### src/rtl/graphix_pkg.sv
// Shared definitions for the CCU command path.
// - Opcode and NOP byte values, parameter-byte counts per opcode.
// - Emitter state enum used by cmd_framer.
// - param_count(): number of parameter bytes for an opcode, 0 when unknown.
package graphix_pkg;

  localparam logic [7:0] OP_POINT = 8'h50;
  localparam logic [7:0] OP_LINE  = 8'h4C;
  localparam logic [7:0] CMD_NOP  = 8'h00;

  localparam int unsigned P_PARAMS = 3;
  localparam int unsigned L_PARAMS = 5;

  typedef enum logic [2:0] {
    ST_IDLE   = 3'd0,
    ST_OPC    = 3'd1,
    ST_PARAM  = 3'd2,
    ST_STALL  = 3'd3,
    ST_REPLAY = 3'd4,
    ST_GAP    = 3'd5
  } emit_state_e;

  function automatic logic [2:0] param_count(input logic [7:0] op);
    case (op)
      OP_POINT: param_count = 3'(P_PARAMS);
      OP_LINE:  param_count = 3'(L_PARAMS);
      default:  param_count = 3'd0;
    endcase
  endfunction

endpackage

### src/rtl/cmd_fifo.sv
// Byte FIFO, DEPTH x 8, first-word-fall-through read port.
// Ports:
//   clk, rst_n          clock, asynchronous active-low reset (pointers only)
//   push, push_data     write strobe and byte; ignored when full
//   pop                 read strobe; ignored when empty
//   pop_data            byte at the head (valid while !empty)
//   full, empty, count  occupancy status
// Pointers carry one extra wrap bit so full and empty stay distinct
// after the address bits wrap.
module cmd_fifo #(
  parameter int DEPTH = 16,
  localparam int AW   = $clog2(DEPTH)
) (
  input  logic          clk,
  input  logic          rst_n,
  input  logic          push,
  input  logic [7:0]    push_data,
  input  logic          pop,
  output logic [7:0]    pop_data,
  output logic          full,
  output logic          empty,
  output logic [AW:0]   count
);

  logic [7:0]  mem_q [DEPTH];
  logic [AW:0] wr_ptr_q, wr_ptr_d;
  logic [AW:0] rd_ptr_q, rd_ptr_d;
  logic        push_ok, pop_ok;

  assign full  = (wr_ptr_q[AW] != rd_ptr_q[AW]) &&
                 (wr_ptr_q[AW-1:0] == rd_ptr_q[AW-1:0]);
  assign empty = (wr_ptr_q == rd_ptr_q);
  assign count = wr_ptr_q - rd_ptr_q;

  assign push_ok  = push & ~full;
  assign pop_ok   = pop & ~empty;
  assign pop_data = mem_q[rd_ptr_q[AW-1:0]];

  always_comb begin
    wr_ptr_d = wr_ptr_q;
    rd_ptr_d = rd_ptr_q;
    if (push_ok) wr_ptr_d = wr_ptr_q + 1'b1;
    if (pop_ok)  rd_ptr_d = rd_ptr_q + 1'b1;
  end

  always_ff @(posedge clk or negedge rst_n) begin
    if (!rst_n) begin
      wr_ptr_q <= '0;
      rd_ptr_q <= '0;
    end else begin
      wr_ptr_q <= wr_ptr_d;
      rd_ptr_q <= rd_ptr_d;
    end
  end

  // Storage needs no reset: nothing is read until it has been written.
  always_ff @(posedge clk) begin
    if (push_ok) mem_q[wr_ptr_q[AW-1:0]] <= push_data;
  end

endmodule

### src/rtl/cmd_framer.sv
// Upstream command stage for CCU.
// Accepts host bytes, parses them into 'P' / 'L' frames, buffers them in a
// byte FIFO and replays each complete frame to CCU one byte per clock, adding
// the compute stall and X/Y replay that 'L' needs plus a NOP gap after every
// command. Unknown opcodes are swallowed and flagged.
// Ports:
//   clk, rst_n     clock shared with CCU, asynchronous active-low reset
//   in_data        host byte
//   in_valid       host byte valid
//   in_ready       framer can take a byte
//   cmd            byte stream to CCU, 8'h00 = NOP
//   cmd_active     cmd carries a framed byte or an in-frame stall
//   err_opcode     one-cycle pulse: an unknown opcode was discarded
//   busy           FIFO non-empty or emitter not idle
// Handshake: a byte transfers on a rising edge where in_valid and in_ready
// are both high; the host holds in_data stable while in_valid is high and
// in_ready is low. in_ready depends only on framer state, never on in_valid.
module cmd_framer
  import graphix_pkg::*;
#(
  parameter int DEPTH  = 16,
  parameter int GAP    = 2,
  parameter int LSTALL = 5
) (
  input  logic       clk,
  input  logic       rst_n,
  input  logic [7:0] in_data,
  input  logic       in_valid,
  output logic       in_ready,
  output logic [7:0] cmd,
  output logic       cmd_active,
  output logic       err_opcode,
  output logic       busy
);

  localparam int AW = $clog2(DEPTH);
  localparam logic [AW:0] FULL_CNT    = (AW+1)'(DEPTH);
  localparam logic [7:0]  STALL_LAST  = 8'(LSTALL - 1);
  localparam logic [7:0]  GAP_LAST    = 8'(GAP - 1);
  localparam logic [7:0]  P_LAST      = 8'(P_PARAMS - 1);
  localparam logic [7:0]  L_LAST      = 8'(L_PARAMS - 1);

  // FIFO interface
  logic          push, pop;
  logic [7:0]    fifo_rdata;
  logic          fifo_full, fifo_empty;
  logic [AW:0]   fifo_count;
  logic [AW:0]   count_next;

  // Ingress parser
  logic          xfer;
  logic [2:0]    op_params;
  logic [2:0]    rem_q, rem_d;
  logic          complete;
  logic          err_opcode_q, err_opcode_d;

  // Frame accounting
  logic [AW:0]   frames_ready_q, frames_ready_d;
  logic          frame_taken;

  // Emitter
  emit_state_e   state_q, state_d;
  logic [7:0]    cnt_q, cnt_d;
  logic          is_line_q, is_line_d;
  logic [7:0]    xs_q, xs_d;
  logic [7:0]    ys_q, ys_d;
  logic [7:0]    last_param;

  // Registered outputs
  logic [7:0]    cmd_q, cmd_d;
  logic          cmd_active_q, cmd_active_d;
  logic          in_ready_q, in_ready_d;
  logic          busy_q, busy_d;

  cmd_fifo #(.DEPTH(DEPTH)) u_fifo (
    .clk       (clk),
    .rst_n     (rst_n),
    .push      (push),
    .push_data (in_data),
    .pop       (pop),
    .pop_data  (fifo_rdata),
    .full      (fifo_full),
    .empty     (fifo_empty),
    .count     (fifo_count)
  );

  assign xfer      = in_valid & in_ready_q;
  assign op_params = param_count(in_data);

  // ---------------------------------------------------------------- parser
  // rem_q == 0 means the next byte is an opcode; only then is it checked.
  always_comb begin
    push         = 1'b0;
    complete     = 1'b0;
    rem_d        = rem_q;
    err_opcode_d = 1'b0;
    if (xfer) begin
      if (rem_q == 3'd0) begin
        if (op_params != 3'd0) begin
          push  = 1'b1;
          rem_d = op_params;
        end else begin
          err_opcode_d = 1'b1;
        end
      end else begin
        push  = 1'b1;
        rem_d = rem_q - 3'd1;
        if (rem_q == 3'd1) complete = 1'b1;
      end
    end
  end

  // A completion and an opcode pop in the same cycle cancel out.
  always_comb begin
    frames_ready_d = frames_ready_q;
    case ({complete, frame_taken})
      2'b10:   frames_ready_d = frames_ready_q + 1'b1;
      2'b01:   frames_ready_d = frames_ready_q - 1'b1;
      default: frames_ready_d = frames_ready_q;
    endcase
  end

  // ------------------------------------------------------ emitter: state reg
  always_ff @(posedge clk or negedge rst_n) begin
    if (!rst_n) begin
      state_q   <= ST_IDLE;
      cnt_q     <= '0;
      is_line_q <= 1'b0;
      xs_q      <= '0;
      ys_q      <= '0;
    end else begin
      state_q   <= state_d;
      cnt_q     <= cnt_d;
      is_line_q <= is_line_d;
      xs_q      <= xs_d;
      ys_q      <= ys_d;
    end
  end

  // --------------------------------------------------- emitter: next state
  // cnt_q counts cycles spent in the current state from zero.
  assign last_param = is_line_q ? L_LAST : P_LAST;

  always_comb begin
    state_d   = state_q;
    cnt_d     = cnt_q;
    is_line_d = is_line_q;
    xs_d      = xs_q;
    ys_d      = ys_q;
    case (state_q)
      ST_IDLE: begin
        if (frames_ready_q != '0) state_d = ST_OPC;
      end
      ST_OPC: begin
        is_line_d = (fifo_rdata == OP_LINE);
        cnt_d     = '0;
        state_d   = ST_PARAM;
      end
      ST_PARAM: begin
        if (is_line_q && cnt_q == 8'd0) xs_d = fifo_rdata;
        if (is_line_q && cnt_q == 8'd1) ys_d = fifo_rdata;
        if (cnt_q == last_param) begin
          cnt_d   = '0;
          state_d = is_line_q ? ST_STALL : ST_GAP;
        end else begin
          cnt_d = cnt_q + 8'd1;
        end
      end
      ST_STALL: begin
        if (cnt_q == STALL_LAST) begin
          cnt_d   = '0;
          state_d = ST_REPLAY;
        end else begin
          cnt_d = cnt_q + 8'd1;
        end
      end
      ST_REPLAY: begin
        if (cnt_q == 8'd1) begin
          cnt_d   = '0;
          state_d = ST_GAP;
        end else begin
          cnt_d = cnt_q + 8'd1;
        end
      end
      ST_GAP: begin
        // Jump straight to the next opcode when one is waiting, so the
        // inter-command spacing is exactly GAP NOPs.
        if (cnt_q == GAP_LAST) begin
          cnt_d   = '0;
          state_d = (frames_ready_q != '0) ? ST_OPC : ST_IDLE;
        end else begin
          cnt_d = cnt_q + 8'd1;
        end
      end
      default: begin
        state_d = ST_IDLE;
        cnt_d   = '0;
      end
    endcase
  end

  // ------------------------------------------------------- emitter: outputs
  // cmd is registered, so it shows what the state drove one cycle earlier.
  always_comb begin
    pop          = 1'b0;
    frame_taken  = 1'b0;
    cmd_d        = CMD_NOP;
    cmd_active_d = 1'b0;
    case (state_q)
      ST_OPC: begin
        pop          = 1'b1;
        frame_taken  = 1'b1;
        cmd_d        = fifo_rdata;
        cmd_active_d = 1'b1;
      end
      ST_PARAM: begin
        pop          = 1'b1;
        cmd_d        = fifo_rdata;
        cmd_active_d = 1'b1;
      end
      ST_STALL: begin
        cmd_active_d = 1'b1;
      end
      ST_REPLAY: begin
        cmd_d        = (cnt_q == 8'd0) ? xs_q : ys_q;
        cmd_active_d = 1'b1;
      end
      default: begin
        cmd_d        = CMD_NOP;
        cmd_active_d = 1'b0;
      end
    endcase
  end

  // Occupancy after this edge, so in_ready never admits a push at full.
  assign count_next = fifo_count + (AW+1)'(push & ~fifo_full)
                                 - (AW+1)'(pop & ~fifo_empty);

  always_comb begin
    in_ready_d = (count_next != FULL_CNT);
    busy_d     = (count_next != '0) || (state_d != ST_IDLE);
  end

  always_ff @(posedge clk or negedge rst_n) begin
    if (!rst_n) begin
      rem_q          <= '0;
      err_opcode_q   <= 1'b0;
      frames_ready_q <= '0;
      cmd_q          <= CMD_NOP;
      cmd_active_q   <= 1'b0;
      in_ready_q     <= 1'b0;
      busy_q         <= 1'b0;
    end else begin
      rem_q          <= rem_d;
      err_opcode_q   <= err_opcode_d;
      frames_ready_q <= frames_ready_d;
      cmd_q          <= cmd_d;
      cmd_active_q   <= cmd_active_d;
      in_ready_q     <= in_ready_d;
      busy_q         <= busy_d;
    end
  end

  assign in_ready   = in_ready_q;
  assign cmd        = cmd_q;
  assign cmd_active = cmd_active_q;
  assign err_opcode = err_opcode_q;
  assign busy       = busy_q;

endmodule
### config.mk
export PLATFORM = sky130hd
export DESIGN_NAME = cmd_framer
export DESIGN_NICKNAME = d
export VERILOG_FILES = /design/src/rtl/graphix_pkg.sv /design/src/rtl/cmd_fifo.sv /design/src/rtl/cmd_framer.sv
export SDC_FILE = /design/constraint.sdc
export NUM_CORES = 1
export LEC_CHECK = 0
export CORE_ASPECT_RATIO = 0.75
export CORE_UTILIZATION = 48
export DETAILED_ROUTE_END_ITERATION = 10
export DONT_BUFFER_PORTS = 1
export PLACE_DENSITY = 0.64
export SYNTH_ARGS = -nofsm -noshare
export SYNTH_HDL_FRONTEND = slang
export SYNTH_SLANG_ARGS = --single-unit
### constraint.sdc
create_clock -name clk -period 9.9 [get_ports clk]
set_input_delay 0.99 -clock clk [delete_from_list [all_inputs] [get_ports clk]]
set_output_delay 0.99 -clock clk [all_outputs]
set_load 0.1 [all_outputs]
==> Word level (Yosys, flattened, before mapping) <==
Memories as Yosys holds them, arrays and structs flattened.
Cells that the tools add are included.
{ "word_totals": {"input_bits": 11, "ff_bits": 58, "ram_bits": 128, "mem_count": 1, "rom_bits": 0, "latchBits": 0} }
{ "mem_list": {"columns": ["name", "depth", "word_bits", "rd", "rd_clocked_by_memory_dff", "wr", "line_no", "text"], "rows": [
  ["u_fifo.mem_q", 16, 8, 1, 0, 1, "cmd_fifo.sv:25", "logic [7:0] mem_q [DEPTH];"]
]} }
{ "classes": {"reduce_logical": 18, "mux": 33, "n_shift": 0, "n_mul": 0, "add_sub_neg": 9, "n_lt_le_gt_ge": 0, "div": 0, "eq_ne": 19, "bitwise_logic": 9} }
{ "ops": {"columns": ["cell", "n"], "rows": [
  ["2-to-1 mux 8 bit", 4],
  ["one-hot mux 8 bit (4 select lines)", 1],
  ["2-to-1 mux 3 bit", 9],
  ["equality test 8 x 7 -> 1 bit (second input constant)", 3],
  ["one-hot mux 3 bit (6 select lines)", 1],
  ["one-hot mux 8 bit (2 select lines)", 1],
  ["adder 5 x 1 -> 5 bit (second input constant)", 3],
  ["2-to-1 mux 1 bit", 15],
  ["AND 1 x 5 -> 5 bit", 2],
  ["NOT 1 -> 5 bit", 2],
  ["one-hot mux 5 bit (2 select lines)", 1],
  ["nonzero test 5 bit", 2],
  ["subtractor 5 bit", 2],
  ["adder 8 x 1 -> 8 bit (second input constant)", 1],
  ["equality test 8 x 1 -> 1 bit (second input constant)", 1],
  ["equality test 8 x 3 -> 1 bit", 1],
  ["equality test 8 x 3 -> 1 bit (second input constant)", 1],
  ["zero test 8 bit", 1],
  ["equality test 3 x 1 -> 1 bit (second input constant)", 2],
  ["equality test 3 x 2 -> 1 bit (second input constant)", 2],
  ["equality test 3 bit (second input constant)", 2],
  ["zero test 3 bit", 2],
  ["one-hot mux 3 bit (2 select lines)", 1],
  ["AND reduction 2 bit", 3],
  ["18 further kinds", 25]
]} }

==> Logic depth before layout (Yosys ltp) <==
{ "depth": {"ltp_word": 11, "depth_mapped": 16, "mapped_depth_nobuf": 15} }

==> Modules after synthesis <==
From an unflattened synthesis, not the netlist that was laid out.
{ "hier_totals": {"hier_cells": 577, "area_unflattened_um2": 8567.0} }
{ "by_module_without_submodules": {"columns": ["mod", "cells_each", "area_per_inst_um2", "n_inst", "seq_area_each_um2"], "rows": [
  ["cmd_fifo", 297, 5750.5, 1, 4093.9],
  ["cmd_framer", 280, 2816.5, 1, 1201.2]
]} }

==> Worst setup path after synthesis <==
OpenSTA, ideal clock, no wires.
{ "synth_path": {"path_type": "input-to-reg", "from": "input port in_data[1]", "to": "register busy_q (netlist: busy)", "cell_stages": 14, "n_path_buf": 0, "arrival_time_ns": 4.749, "setup_slack_ns": 5.013, "t_required_ns": 9.762, "cell_sequence": "nor4_2 -> o211ai_1 -> a21o_1 -> a21oi_2 -> inv_1 -> fa_1 -> inv_1 -> fa_1 -> ha_1 -> fa_1 -> xor2_1 -> or3_1 -> or3b_2 -> or4_1"} }
{ "synth_between": {"elab_chain_len": 11, "elab_cells_between_ends": 12, "classes_between": "add/sub (2); eq/ne (2); mux (4); bitwise (1); reduce/logical (3)"} }
{ "synth_lines": {"columns": ["item", "line_no", "text"], "rows": [
  ["start: declaration", "cmd_framer.sv:27", "input logic [7:0] in_data,"],
  ["equality test 8 x 7 -> 1 bit", "graphix_pkg.sv:24", "case (op)"],
  ["one-hot mux 3 bit (2 select lines) (*)", "graphix_pkg.sv:24", null],
  ["nonzero test 3 bit (*)", "cmd_framer.sv:99", "if (op_params != 3'd0) begin"],
  ["2-to-1 mux 1 bit (*)", "cmd_framer.sv:99", null],
  ["2-to-1 mux 1 bit (*)", "cmd_framer.sv:98", "if (rem_q == 3'd0) begin"],
  ["2-to-1 mux 1 bit (*)", "cmd_framer.sv:97", "if (xfer) begin"],
  ["AND 1 x 5 -> 5 bit (*)", "cmd_framer.sv:236", "assign count_next = fifo_count + (AW+1)'(push & ~fifo_full)"],
  ["adder 5 bit (*)", "cmd_framer.sv:236", null],
  ["subtractor 5 bit (*)", "cmd_framer.sv:237", "- (AW+1)'(pop & ~fifo_empty);"],
  ["nonzero test 5 bit (*)", "cmd_framer.sv:241", "busy_d = (count_next != '0) || (state_d != ST_IDLE);"],
  ["logical OR 1 bit (*)", "cmd_framer.sv:241", null],
  ["via busy_d", "cmd_framer.sv:73", "logic busy_q, busy_d;"],
  ["end signal: assignment", "cmd_framer.sv:260", "busy_q <= busy_d;"],
  ["end: declaration", "cmd_framer.sv:73", null]
]} }
The timed path passes the listed nets; every way through them passes the cells marked *.
A chain may end at the register's enable or synchronous reset.

==> Final worst setup path <==
Ends and elaborated chain as after synthesis.

==> reports/metrics.csv <==
stage;metric;value;unit
synth;Post-synth ARST share;0.312;
worst_setup_path;CP Data Required Time;10.19;ns
die;Die Width;154;um
synth;sequential share of the synthesized area;0.641;
sta;fin crit share;0.505;
sta;Worst Tran Pin Value;1.29;ns
die;DIE AREA;17800;um^2
placement;Place WS;4.51;ns
pwr;Leak;3.37;nW
clock_tree;CTS buffer count;17;
synth;synthesized area per cell;15.3;um^2
flow_run;# Max-Cap Violations;0;
clock_tree;Hold-fix buffers, CTS;0;
drt;router iterations before antenna repair;5;
synth;top cell type's share of synthesized area;0.465;
outcome;outcome;finished, final reports clean;
pwr;Cell Pwr Density;319;nW/um^2
drt;total routed wirelength;16900;um
drt;drt wl/cell;21.9;um
die;core area;16800;um^2
die;I/O pin total;23;
synth;top_reg_cell synth;edfxtp_1;
sta;fin worst setup slack;4.90;ns
sta;final hold violation count;0;
placement;post-DP HPWL;10900;um
layout;Final Util;0.536;
synth;cells after synthesis;540;
grt;global-route wire length before repair;26200;um
worst_setup_path;Setup crit start kind;input port;
clock_tree;CTS root buf;clkbuf_16;
pwr;Tot Pwr;2.88;mW
synth;count leader, synth;edfxtp_1;
sta;fin crit period;5.00;ns
synth;Post-synth EDFFs;128;
grt;vias in the first global route;4378;
synth;Net Count, Synth;580;
clock_tree;buffer count from post-CTS setup fixing;0;
die;Initial Utilization;0.491;
synth;dominant cell type by area after synthesis;edfxtp_1;
sta;max frequency;200;MHz
sta;RSZ-0062 raised after global routing;false;
drt;Via density;5.88;
sta;Max-slew headroom;0.140;
sta;Final setup viols;0;
layout;number of antenna diodes;0;
layout;Nets;583;
worst_setup_path;Critical Path AT;5.29;ns
clock_tree;CTS tree;built;
clock_tree;post-CTS sizing;0;
clock_tree;CTS sink count;186;
placement;Port-buffer cells;0;
drt;DR vias;4525;
layout;fraction of layout cells with a size suffix above 1;0.169;
drt;initial DRC count;512;
drt;DRC;0;
min_path;Worst Hold Class;in2async;
clock_tree;Skew-Pair Late Insertion Delay;0.43;ns
synth;Synth cell types;53;
grt;GRT Util Overall;0.205;
grt;initial antenna violation count;0;
worst_setup_path;crit-path max FO;17;
clock_tree;clock tree buffer depth;2;
grt;grt ovf;0;
placement;RePlAce Congestion;0.795;
layout;P&R area growth vs syn;9.19;%
synth;Netlist Area Pre-Place;8270;um^2
worst_setup_path;Crit. End Element;flip-flop;
sta;TNS Setup;0;ns
pwr;VDD IR-drop max;0.000237;V
clock_tree;clock slew at reported path FFs;0.07;ns
grt;largest net degree at the start of global routing;59;
synth;Synth Register Bits;186;
clock_tree;H-tree Lvls;4;
drt;Final ANT Viol Nets;0;
layout;post-route cell area;9030;um^2
die;Die Ht;116;um
die;row count;41;
synth;Commonest cells post-synth;edfxtp_1 (128), dfrtp_1 (58), nand2_1 (34), nor2_1 (34), mux4_2 (32);
worst_setup_path;kind of critical path;in2reg;
sta;fin. max-slew vios;0;
sta;clk_skew;0.0112;ns
placement;placed cell area;8500;um^2
synth;Area contributors post-synth;edfxtp_1 (46%), dfrtp_1 (18%), mux4_2 (8.7%);
synth;synth warn;0;
==> critical path: stages <==
cell	delay, ns
nor4_2	0.38
o211ai_1	0.27
a21o_1	0.31
a21oi_2	0.36
inv_1	0.10
fa_1	0.38
inv_1	0.08
fa_1	0.42
ha_1	0.24
fa_1	0.39
xor2_1	0.17
or3_1	0.32
or3b_2	0.46
or4_1	0.41
==> metrics by stage <==
stage | hold slack (ns) | cells
after floorplan | 0.437 | 540
after global placement | 0.457 | 739
after detailed placement | 0.463 | 739
after CTS | 0.236 | 770
after global routing | 0.227 | 770
final | 0.254 | 770
==> layout make-up <==
class / count / area [um^2]
Fill cell: 1360 / 7800
Sequential cell: 186 / 5300
Multi-Input combinational cell: 308 / 2810
Clock buffer: 18 / 429
Tap cell: 215 / 269
Inverter: 26 / 97.6
Clock inverter: 13 / 95.1
Timing Repair Buffer: 4 / 30.0
==> logic make-up after synthesis <==
group / count (synthesis) / share of synthesized area
AO/OA/AOI/OAI: 57 / 0.0416
XOR/XNOR: 24 / 0.0263
adder cells (fa/ha/maj): 29 / 0.0475
buffers and inverters: 46 / 0.0227
flip-flops: 186 / 0.641
multiplexers: 72 / 0.139
AND/OR/NAND/NOR: 126 / 0.0820
==> power by group <==
group	switching, mW	total (mW)	leakage [nW]	internal [mW]
clock	0.293	0.615	0.240	0.321
sequential	0.238	1.21	1.90	0.970
combinational	0.598	1.05	1.23	0.454
total	1.13	2.88	3.37	1.75
==> flip-flops by register name, indices dropped and copies added, names as in the netlist, 3 cells and up <==
signal and count:
u_fifo.mem_q 128, cmd 8, cnt_q 8, xs_q 8, ys_q 8, frames_ready_q 5
u_fifo.rd_ptr_q 5, u_fifo.wr_ptr_q 5, rem_q 3, state_q 3
==> per-layer routing <==
layer  vias to the layer above  global-route usage  routed length [um]
met3                        13              0.0471                1020
met4                         0              0.0580                 157
met1                      2349               0.302                8070
met2                       126               0.308                7610
met5                         -                   0                   0
li1                       2037                   -                   -
==> layout by cell type, fill, tap and decap left out, types with 16 or more instances in the layout <==
master,n
edfxtp_1,128
dfrtp_1,57
nand2_1,34
nor2_1,34
mux4_2,32
inv_1,26
ha_1,25
o21ai_0,21
clkbuf_16,17
mux2i_1,16
mux2_2,16
==> final timing paths <==
| path | startpoint | end | slack (ns) | cells past startpoint |
|---|---|---|---|---|
| min in group clk | frames_ready_q[4] | frames_ready_q[4] | 0.48 | 1 |
| worst max-delay path | in_data[1] | busy | 4.90 | 14 |
| worst min register to register | frames_ready_q[4] | frames_ready_q[4] | 0.48 | 1 |
| max in group asynchronous | rst_n | u_fifo.wr_ptr_q[3] | 9.54 | 0 |
| worst max register to register | in_ready | busy | 4.93 | 13 |
| worst min-delay path | rst_n | frames_ready_q[4] | 0.25 | 0 |
Note: power is estimated with default switching activity, not from simulation.
